`src/rtl/ctrl_pkg.sv`:
```
// Shared opcodes, control encodings, FSM states and the control vector for the RV32I sequencer.
package ctrl_pkg;

   localparam logic [6:0] OP_R   = 7'b0110011;
   localparam logic [6:0] OP_I   = 7'b0010011;
   localparam logic [6:0] OP_BEQ = 7'b1100011;
   localparam logic [6:0] OP_JAL = 7'b1101111;
   localparam logic [6:0] OP_LW  = 7'b0000011;
   localparam logic [6:0] OP_SW  = 7'b0100011;

   localparam logic [2:0] ALU_ADD = 3'b000;
   localparam logic [2:0] ALU_SUB = 3'b001;
   localparam logic [2:0] ALU_AND = 3'b010;
   localparam logic [2:0] ALU_OR  = 3'b011;
   localparam logic [2:0] ALU_SLT = 3'b101;

   localparam logic [1:0] IMM_I = 2'b00;
   localparam logic [1:0] IMM_S = 2'b01;
   localparam logic [1:0] IMM_B = 2'b10;
   localparam logic [1:0] IMM_J = 2'b11;

   localparam logic [1:0] RES_ALU = 2'b00;
   localparam logic [1:0] RES_MEM = 2'b01;
   localparam logic [1:0] RES_PC4 = 2'b10;

   typedef enum logic [1:0] {
      IDLE     = 2'b00,
      EXEC     = 2'b01,
      MEM_WAIT = 2'b10
   } state_e;

   typedef struct packed {
      logic       pc_en;
      logic       pc_src;
      logic       alu_src;
      logic       regwrite;
      logic [1:0] resultsrc;
      logic [1:0] immsrc;
      logic [2:0] alucontrol;
      logic       mem_req;
      logic       memwrite;
   } ctrl_t;

   localparam int CTRL_W = $bits(ctrl_t);

   // Subtract only for R-type funct3=000 with funct7[5]; addi ignores bit 30.
   function automatic logic [2:0] alu_op(input logic [2:0] funct3, input logic funct7_5,
                                         input logic op5);
      case (funct3)
         3'b000:  return (funct7_5 & op5) ? ALU_SUB : ALU_ADD;
         3'b010:  return ALU_SLT;
         3'b110:  return ALU_OR;
         3'b111:  return ALU_AND;
         default: return ALU_ADD;
      endcase
   endfunction

endpackage

```
`src/rtl/ctrl_decoder.sv`:
```
// Combinational opcode/funct decode into the datapath control vector; zero latency, no flow control.
module ctrl_decoder
   import ctrl_pkg::*;
(
   input  logic [6:0]        opcode_i,
   input  logic [2:0]        funct3_i,
   input  logic              funct7_5_i,
   input  logic              zero_i,
   output logic [CTRL_W-1:0] ctrl_o,
   output logic              is_mem_o,
   output logic              is_load_o,
   output logic              illegal_o
);

   ctrl_t c;

   always_comb begin
      c         = '0;
      is_mem_o  = 1'b0;
      is_load_o = 1'b0;
      illegal_o = 1'b0;
      case (opcode_i)
         OP_R, OP_I: begin
            c.regwrite   = 1'b1;
            c.pc_en      = 1'b1;
            c.alu_src    = (opcode_i == OP_I);
            c.immsrc     = IMM_I;
            c.alucontrol = alu_op(funct3_i, funct7_5_i, opcode_i[5]);
         end
         OP_BEQ: begin
            c.immsrc     = IMM_B;
            c.alucontrol = ALU_SUB;
            c.pc_src     = zero_i;
            c.pc_en      = 1'b1;
         end
         OP_JAL: begin
            c.immsrc    = IMM_J;
            c.pc_src    = 1'b1;
            c.resultsrc = RES_PC4;
            c.regwrite  = 1'b1;
            c.pc_en     = 1'b1;
         end
         OP_LW: begin
            c.alu_src    = 1'b1;
            c.alucontrol = ALU_ADD;
            c.immsrc     = IMM_I;
            c.mem_req    = 1'b1;
            is_mem_o     = 1'b1;
            is_load_o    = 1'b1;
         end
         OP_SW: begin
            c.alu_src    = 1'b1;
            c.alucontrol = ALU_ADD;
            c.immsrc     = IMM_S;
            c.mem_req    = 1'b1;
            c.memwrite   = 1'b1;
            is_mem_o     = 1'b1;
         end
         default: begin
            c.pc_en   = 1'b1;
            illegal_o = 1'b1;
         end
      endcase
   end

   assign ctrl_o = c;

endmodule

```
`src/rtl/ctrl_secuenciador.sv`:
```
// Multicycle RV32I control sequencer: 1-cycle ALU/branch/jump, lw/sw stall the PC until mem_ready_i
// or MEM_TIMEOUT wait cycles elapse; keeps retired-instruction count and sticky error flags.
module ctrl_secuenciador
   import ctrl_pkg::*;
#(
   parameter int MEM_TIMEOUT = 16
) (
   input  logic        clk_i,
   input  logic        reset_i,
   input  logic [31:0] instr_i,
   input  logic        zero_i,
   input  logic        mem_ready_i,
   output logic        pc_en_o,
   output logic        pc_src_o,
   output logic        alu_src_o,
   output logic        regwrite_o,
   output logic [1:0]  resultsrc_o,
   output logic [1:0]  immsrc_o,
   output logic [2:0]  alucontrol_o,
   output logic        mem_req_o,
   output logic        memwrite_o,
   output logic [31:0] instret_o,
   output logic        illegal_o,
   output logic        bus_err_o
);

   localparam int CNT_W = $clog2(MEM_TIMEOUT + 1);

   state_e             state_q, state_d;
   logic [CNT_W-1:0]   cnt_q, cnt_d;
   logic [10:0]        fields_q, fields_d;
   logic [31:0]        instret_q, instret_d;
   logic               illegal_q, illegal_d;
   logic               bus_err_q, bus_err_d;

   logic [10:0]        fields_live, fields_dec;
   logic [CTRL_W-1:0]  dec_vec;
   ctrl_t              dec_c, ctrl;
   logic               dec_mem, dec_load, dec_illegal;
   logic               unused_instr;

   assign fields_live  = {instr_i[30], instr_i[14:12], instr_i[6:0]};
   assign unused_instr = ^{instr_i[31], instr_i[29:15], instr_i[11:7]};

   // The access in flight decodes from its latched fields so outputs stay stable while waiting.
   assign fields_dec = (state_q == MEM_WAIT) ? fields_q : fields_live;

   ctrl_decoder u_decoder (
      .opcode_i   (fields_dec[6:0]),
      .funct3_i   (fields_dec[9:7]),
      .funct7_5_i (fields_dec[10]),
      .zero_i     (zero_i),
      .ctrl_o     (dec_vec),
      .is_mem_o   (dec_mem),
      .is_load_o  (dec_load),
      .illegal_o  (dec_illegal)
   );

   assign dec_c = ctrl_t'(dec_vec);

   always_comb begin
      state_d   = state_q;
      cnt_d     = '0;
      fields_d  = fields_q;
      illegal_d = illegal_q;
      bus_err_d = bus_err_q;
      ctrl      = '0;
      case (state_q)
         IDLE: begin
            state_d = EXEC;
         end
         EXEC: begin
            ctrl = dec_c;
            if (dec_illegal) begin
               illegal_d = 1'b1;
            end
            if (dec_mem) begin
               state_d  = MEM_WAIT;
               fields_d = fields_live;
            end
         end
         MEM_WAIT: begin
            ctrl = dec_c;
            // Ready wins over a timeout landing in the same cycle.
            if (mem_ready_i) begin
               ctrl.pc_en = 1'b1;
               if (dec_load) begin
                  ctrl.regwrite  = 1'b1;
                  ctrl.resultsrc = RES_MEM;
               end
               state_d = EXEC;
            end else if (cnt_q == CNT_W'(MEM_TIMEOUT)) begin
               ctrl.pc_en = 1'b1;
               bus_err_d  = 1'b1;
               state_d    = EXEC;
            end else begin
               cnt_d = cnt_q + 1'b1;
            end
         end
         default: begin
            state_d = IDLE;
         end
      endcase
      if (reset_i) begin
         ctrl = '0;
      end
      ctrl.pc_src = ctrl.pc_src & ctrl.pc_en;
      instret_d   = ctrl.pc_en ? instret_q + 32'd1 : instret_q;
   end

   always_ff @(posedge clk_i) begin
      if (reset_i) begin
         state_q   <= IDLE;
         cnt_q     <= '0;
         fields_q  <= '0;
         instret_q <= '0;
         illegal_q <= 1'b0;
         bus_err_q <= 1'b0;
      end else begin
         state_q   <= state_d;
         cnt_q     <= cnt_d;
         fields_q  <= fields_d;
         instret_q <= instret_d;
         illegal_q <= illegal_d;
         bus_err_q <= bus_err_d;
      end
   end

   assign pc_en_o      = ctrl.pc_en;
   assign pc_src_o     = ctrl.pc_src;
   assign alu_src_o    = ctrl.alu_src;
   assign regwrite_o   = ctrl.regwrite;
   assign resultsrc_o  = ctrl.resultsrc;
   assign immsrc_o     = ctrl.immsrc;
   assign alucontrol_o = ctrl.alucontrol;
   assign mem_req_o    = ctrl.mem_req;
   assign memwrite_o   = ctrl.memwrite;
   assign instret_o    = reset_i ? 32'd0 : instret_q;
   assign illegal_o    = reset_i ? 1'b0 : illegal_q;
   assign bus_err_o    = reset_i ? 1'b0 : bus_err_q;

endmodule

```
`config.mk`:
```
export PLATFORM = sky130hd
export DESIGN_NAME = ctrl_secuenciador
export DESIGN_NICKNAME = d
export VERILOG_FILES = /design/src/rtl/ctrl_pkg.sv /design/src/rtl/ctrl_decoder.sv /design/src/rtl/ctrl_secuenciador.sv
export SDC_FILE = /design/constraint.sdc
export NUM_CORES = 1
export LEC_CHECK = 0
export CAP_MARGIN = 20
export CELL_PAD_IN_SITES_DETAIL_PLACEMENT = 0
export CELL_PAD_IN_SITES_GLOBAL_PLACEMENT = 1
export CORE_ASPECT_RATIO = 0.5
export CORE_MARGIN = 4
export CORE_UTILIZATION = 39
export DETAILED_ROUTE_END_ITERATION = 12
export GPL_ROUTABILITY_DRIVEN = 0
export PLACE_DENSITY = 0.86
export REMOVE_ABC_BUFFERS = 1
export SKIP_CTS_REPAIR_TIMING = 1
export SYNTH_ARGS = -nofsm -noshare
export SYNTH_HDL_FRONTEND = slang
export SYNTH_SLANG_ARGS = --single-unit
```
`constraint.sdc`:
```
create_clock -name clk_i -period 3.75 [get_ports clk_i]
set_input_delay 0.75 -clock clk_i [delete_from_list [all_inputs] [get_ports clk_i]]
set_output_delay 0.75 -clock clk_i [all_outputs]
set_load 0.02 [all_outputs]
```
======== Word-level counts from Yosys, hierarchy flattened ========
Cells that the tools add are included.
word-level totals
  register bits ........................... 52
  input bits .............................. 36
  output and inout port bits .............. 47
  word-level logic and storage cells ...... 64
cells by class
  add/subtract/negate cells ............... 2
  equality and inequality tests ........... 14
  multiplexer cells ....................... 26
  bitwise gates (word level) .............. 5
  reduce and logical (&&, ||, !) cells .... 11
operators by type and width
  kind                   count
  $add 32x1->32 const B  1
  $mux 32                1
  $pmux 13 s2            1
  $eq 7x6->1 const B     2
  $eq 7x7->1 const B     2
  $mux 13                1
  $pmux 2 s3             2
  $pmux 3 s4             1
  $mux 11                1
  $mux 1                 10
  $mux 2                 4
  $eq 7x2->1 const B     1
  $eq 7x5->1 const B     1
  $eq 3x3->1 const B     2
  $mux 3                 2
  $pmux 3 s2             1
  $reduce_and 2->1       3
  $reduce_or 6->1        1
  $add 5x1->5 const B    1
  $eq 5x5->1 const B     1
  $pmux 1 s2             2
  $reduce_or 2->1        2
  $reduce_or 4->1        1
  $eq 3x2->1 const B     1
  other kinds (10)       13

======== Longest topological paths before layout ========
  word-level depth ........................ 10
  mapped depth ............................ 10
  mapped depth without buffers ............ 7

======== By module ========
From an unflattened synthesis, not the netlist that was laid out.
unflattened totals
  cell total of the unflattened synthesis .. 384
  area, all modules ....................... 3,126.7 µm²
by module, submodules not included
  module             times used  cells each  area an instance (µm²)  seq. area each (µm²)
  ctrl_secuenciador  1           351         2,900.3                 1,041.0
  ctrl_decoder       1           33          226.5                   0.0

======== Worst setup path after synthesis ========
Ideal clock, no wire load.
  kind .................................... input-to-output
  start ................................... input instr_i[2]
  end ..................................... output resultsrc_o[0]
  arrival ................................. 2.332 ns
  data required time ...................... 3.000 ns
  path slack .............................. 0.668 ns
  cell stages on the path ................. 4
  buffers on the path ..................... 0
  cells stage by stage .................... or3_4 -> a221oi_2 -> nand2_1 -> nor4_1
between the ends
  longest elaborated chain between the ends .. 7
RTL lines
  what                RTL line                  text
  start: declaration  ctrl_secuenciador.sv:10   input logic [31:0] instr_i,
  $mux 11             ctrl_secuenciador.sv:46   assign fields_dec = (state_q == MEM_WAIT) ? fields_q : fields_live;
  $eq 7x2->1          ctrl_decoder.sv:22        case (opcode_i)
  $mux 1              ctrl_decoder.sv:22
  $mux 3              ctrl_secuenciador.sv:87   if (dec_load) begin
  $mux 3              ctrl_secuenciador.sv:85   if (mem_ready_i) begin
  $pmux 13 s2         ctrl_secuenciador.sv:68   case (state_q)
  $mux 13             ctrl_secuenciador.sv:104  if (reset_i) begin
  end: declaration    ctrl_secuenciador.sv:17   output logic [1:0] resultsrc_o,
Every way passes these cells.

======== Worst setup path after layout ========
  start ................................... register state_q[0]
  end ..................................... output resultsrc_o[1]
between the ends
  longest elaborated chain between the ends .. 8
  elaborated cells between the ends (all ways) .. 11
  those cells by class .................... eq/ne (4); mux (7)
RTL lines
  what                                             RTL line                                          text
  start: declaration                               ctrl_secuenciador.sv:29                           state_e state_q, state_d;
  start signal: assignment                         ctrl_secuenciador.sv:120                          state_q <= state_d;
  $eq 2x2->1                                       ctrl_secuenciador.sv:46, ctrl_secuenciador.sv:68
  $mux 11                                          ctrl_secuenciador.sv:46
  $eq 7x7->1 / $eq 7x2->1 (equally long branches)  ctrl_decoder.sv:22
  $mux 2 / $mux 1 (equally long branches)          ctrl_decoder.sv:22
  $mux 3                                           ctrl_secuenciador.sv:87
  $mux 3                                           ctrl_secuenciador.sv:85
  $pmux 13 s2 (*)                                  ctrl_secuenciador.sv:68
  $mux 13 (*)                                      ctrl_secuenciador.sv:104
Mark *: on every way between the ends. The rest lies on a longest branch, timed or not.

==> key figures <==
Routing
  • DRC viols: 0
  • Total Wirelength: 7610 um
  • Via count: 2823
  • Via density: 5.30
  • WL/cell: 14.3 um
  • Drt first-iter violations: 100
  • Post-DRT Antenna Nets: 0
  • TritonRoute pass-1 iters: 4

STA
  • Tmin final: 3510 ps
  • Final setup vio count: 0
  • Unrepaired setup endpoints after global routing: false
  • Worst slew margin: 70.0%
  • Worst clock skew: 7.27 ps
  • Fin Hold WS: 469 ps
  • Max-slew violations: 0
  • Fmax achieved: 285 MHz
  • Worst Tran Pin Value: 449 ps
  • Final hold violation count: 0
  • Crit share post-route: 93.6%

Critical path
  • Worst r2r src: state_q[0]
  • R2r endpoint: instret_q[19]
  • CP startpoint kind: flip-flop
  • End of the critical path: resultsrc_o[1]
  • R2R setup slack: 1090 ps
  • Worst Path Class, Setup: reg -> out
  • Beginning of the critical path: state_q[0]
  • Top fanout value on the critical path: 13
  • Cells on worst reg2reg path: 9
  • WP data required: 3000 ps
  • Setup crit end kind: output pin
  • Data arrival time of the worst path: 2760 ps

CTS
  • CTS root buf: clkbuf_16
  • Num CTS Buffers: 5
  • Reg clk slew, reported paths: 70 ps
  • Clock latency on the worst-skew pair: 300 ps
  • # clock sinks: 52
  • TritonCTS clock tree: done
  • H-tree Lvls: 2
  • Maximum buffer depth of the clock tree: 2

Cells and area
  • Area growth syn-to-layout: 30.2%
  • Share of post-route cells with drive strength above 1: 14.4%
  • Storage element area: 1040 um^2
  • Nets@finish: 467
  • Multi-input gate area: 1890 um^2
  • Fill cells: 702
  • Antenna diode count: 0
  • Non-filler cells, final: 533

Power
  • Sequential share of power: 45.8%
  • Leak Pwr: 0.00159 uW
  • Clock power frac: 44.8%
  • Sw Ratio: 23.8%
  • Switching Power: 294 uW
  • Comb pwr share: 9.5%
  • PwrDens: 307 nW/um^2
  • Int Power: 944 uW
  • Max IR drop VDD: 192 uV
  • Final Total Pwr: 1240 uW

Floorplanning
  • # IOs: 83
  • Row count: 22
  • Die span in y: 71.0 um
  • Initial Util: 41.2%
  • Core area: 7510 um^2
  • Die area: 9520 um^2
  • Die width: 134 um

Synthesis
  • Synth area leaders: dfxtp_1, nor2_1, nor2b_1, a21oi_2, mux2i_1
  • Most frequent cells after synthesis: dfxtp_1, nor2_1, nor2b_1
  • Ys Warns: 0
  • Mapped Cells: 362
  • Syn avg cell area: 8.56 um^2
  • Seq cells post-synth: 52
  • Distinct cells, synth: 55
  • Synthesized area: 3100 um^2
  • Top-count cell post-synth: dfxtp_1
  • Ys async rst share: 0%
  • Main flop type after synthesis: dfxtp_1
  • Post-synthesis sequential area ratio: 33.6%
  • Share of the synthesized area in the top cell type: 33.6%
  • Post-synth EDFFs: 0
  • Leading area contributor after synthesis: dfxtp_1

Place
  • Post-DP HPWL: 5470 um
  • # port buffers: 61
  • Dpl cells: 525

Global routing
  • Busiest metal layer after global routing: met2
  • Met1 Usage GRT: 20.6%
  • Grt met2 use: 27.4%
  • Initial antenna violation count: 0
  • Vias in the first global route: 2781
  • All-Layer GR Usage: 16.2%
  • Met3 Usage GRT: 4.26%
  • First-pass GRT wire length: 12900 um
  • Largest net degree at the start of global routing: 79
  • Remaining Overflow, GRT: 0

Flow run
  • MaxCap Viol Count: 0

Min path
  • Worst hold path class: reg -> reg

Status
  • Outcome: finished, final reports clean
==> state kept, by name (all words and copies together), names as in the netlist <==
name and flops:
instret_q 32, fields_q 11, cnt_q 5, state_q 2
bus_err_q 1, illegal_q 1
==> power by group through the flow <==
stage / Clock, uW / Sequential [uW] / Combinational (uW)
2_1_floorplan: 0 / 577 / 60.2
6_report: 555 / 566 / 117
4_1_cts: 569 / 566 / 118
3_3_place_gp: 0 / 578 / 113
3_5_place_dp: 0 / 579 / 117
5_1_grt: 588 / 567 / 127
==> critical path: stages (launching register included) <==
cell and delay (ps):
dfxtp_1 340, inv_1 120, ha_2 310, buf_4 240, mux2_2 420, and3_1 220, nand3_1 220, nor2_1 70
clkdlybuf4s50_1 540
==> logic make-up (layout without fill, tap and decap cells) <==
| kind of cell | Yosys count | after routing | share of synthesized area (%) |
|---|---|---|---|
| buffers and inverters | 34 | 97 | 5.53 |
| multiplexers | 21 | 21 | 7.27 |
| AO/OA/AOI/OAI | 74 | 74 | 19.0 |
| XOR/XNOR | 4 | 4 | 1.13 |
| AND/OR/NAND/NOR | 170 | 170 | 30.6 |
| adder cells (fa/ha/maj) | 7 | 7 | 2.83 |
| flip-flops | 52 | 52 | 33.6 |
==> metrics by stage <==
stage / instance area [um^2] / setup slack (ps) / util [%] / setup TNS [ps]
global placement: 3820 / -79.4 / 50.9 / -239
floorplan: 3000 / 457 / - / 0
global route: 4030 / 74.1 / 53.7 / 0
finish: 4030 / 240 / 53.7 / 0
CTS: 4000 / -99.0 / 53.2 / -417
detailed placement: 3820 / -80.4 / 50.9 / -284
==> layout make-up <==
type                            instances  area share, %
Clock buffer                            6           3.44
Clock inverter                          2          0.962
Inverter                               18           1.67
Multi-Input combinational cell        276           46.8
Sequential cell                        52           25.8
Tap cell                              108           3.35
Timing Repair Buffer                   71           17.9
==> worst min-delay path by stage <==
| stage | start | endpoint | slack [ps] | cells after the start |
|---|---|---|---|---|
| 3_5_place_dp | bus_err_q | bus_err_q | 460 | 2 |
| 6_report | bus_err_q | bus_err_q | 470 | 2 |
| 4_1_cts | bus_err_q | bus_err_q | 470 | 2 |
| 2_1_floorplan | bus_err_q | bus_err_q | 430 | 2 |
| 3_3_place_gp | cnt_q[0] | cnt_q[0] | 440 | 1 |
| 5_1_grt | cnt_q[0] | cnt_q[0] | 520 | 1 |
==> layout by cell type, fill, tap and decap left out, drive strengths merged, types with 9 or more instances in the layout <==
cell type / netlist / routed
dfxtp: 52 / 52
nor2b: 25 / 25
mux2i: 12 / 12
nand3: 18 / 18
inv: 18 / 18
mux2: 9 / 9
nor2: 47 / 47
buf: 7 / 11
a21oi: 26 / 26
nand2: 20 / 20
nand4: 11 / 11
clkdlybuf4s50: 0 / 48
o31ai: 13 / 13
o21ai: 20 / 20
or3: 15 / 15
dlymetal6s2s: 0 / 12
or4: 10 / 10
==> routing by layer <==
layer  vias up  wire (um)
met5         -          0
met4         0         85
met3         7        306
met2        52       3560
met1      1344       3660
li1       1420          -
(Power assumes the default switching activity.)
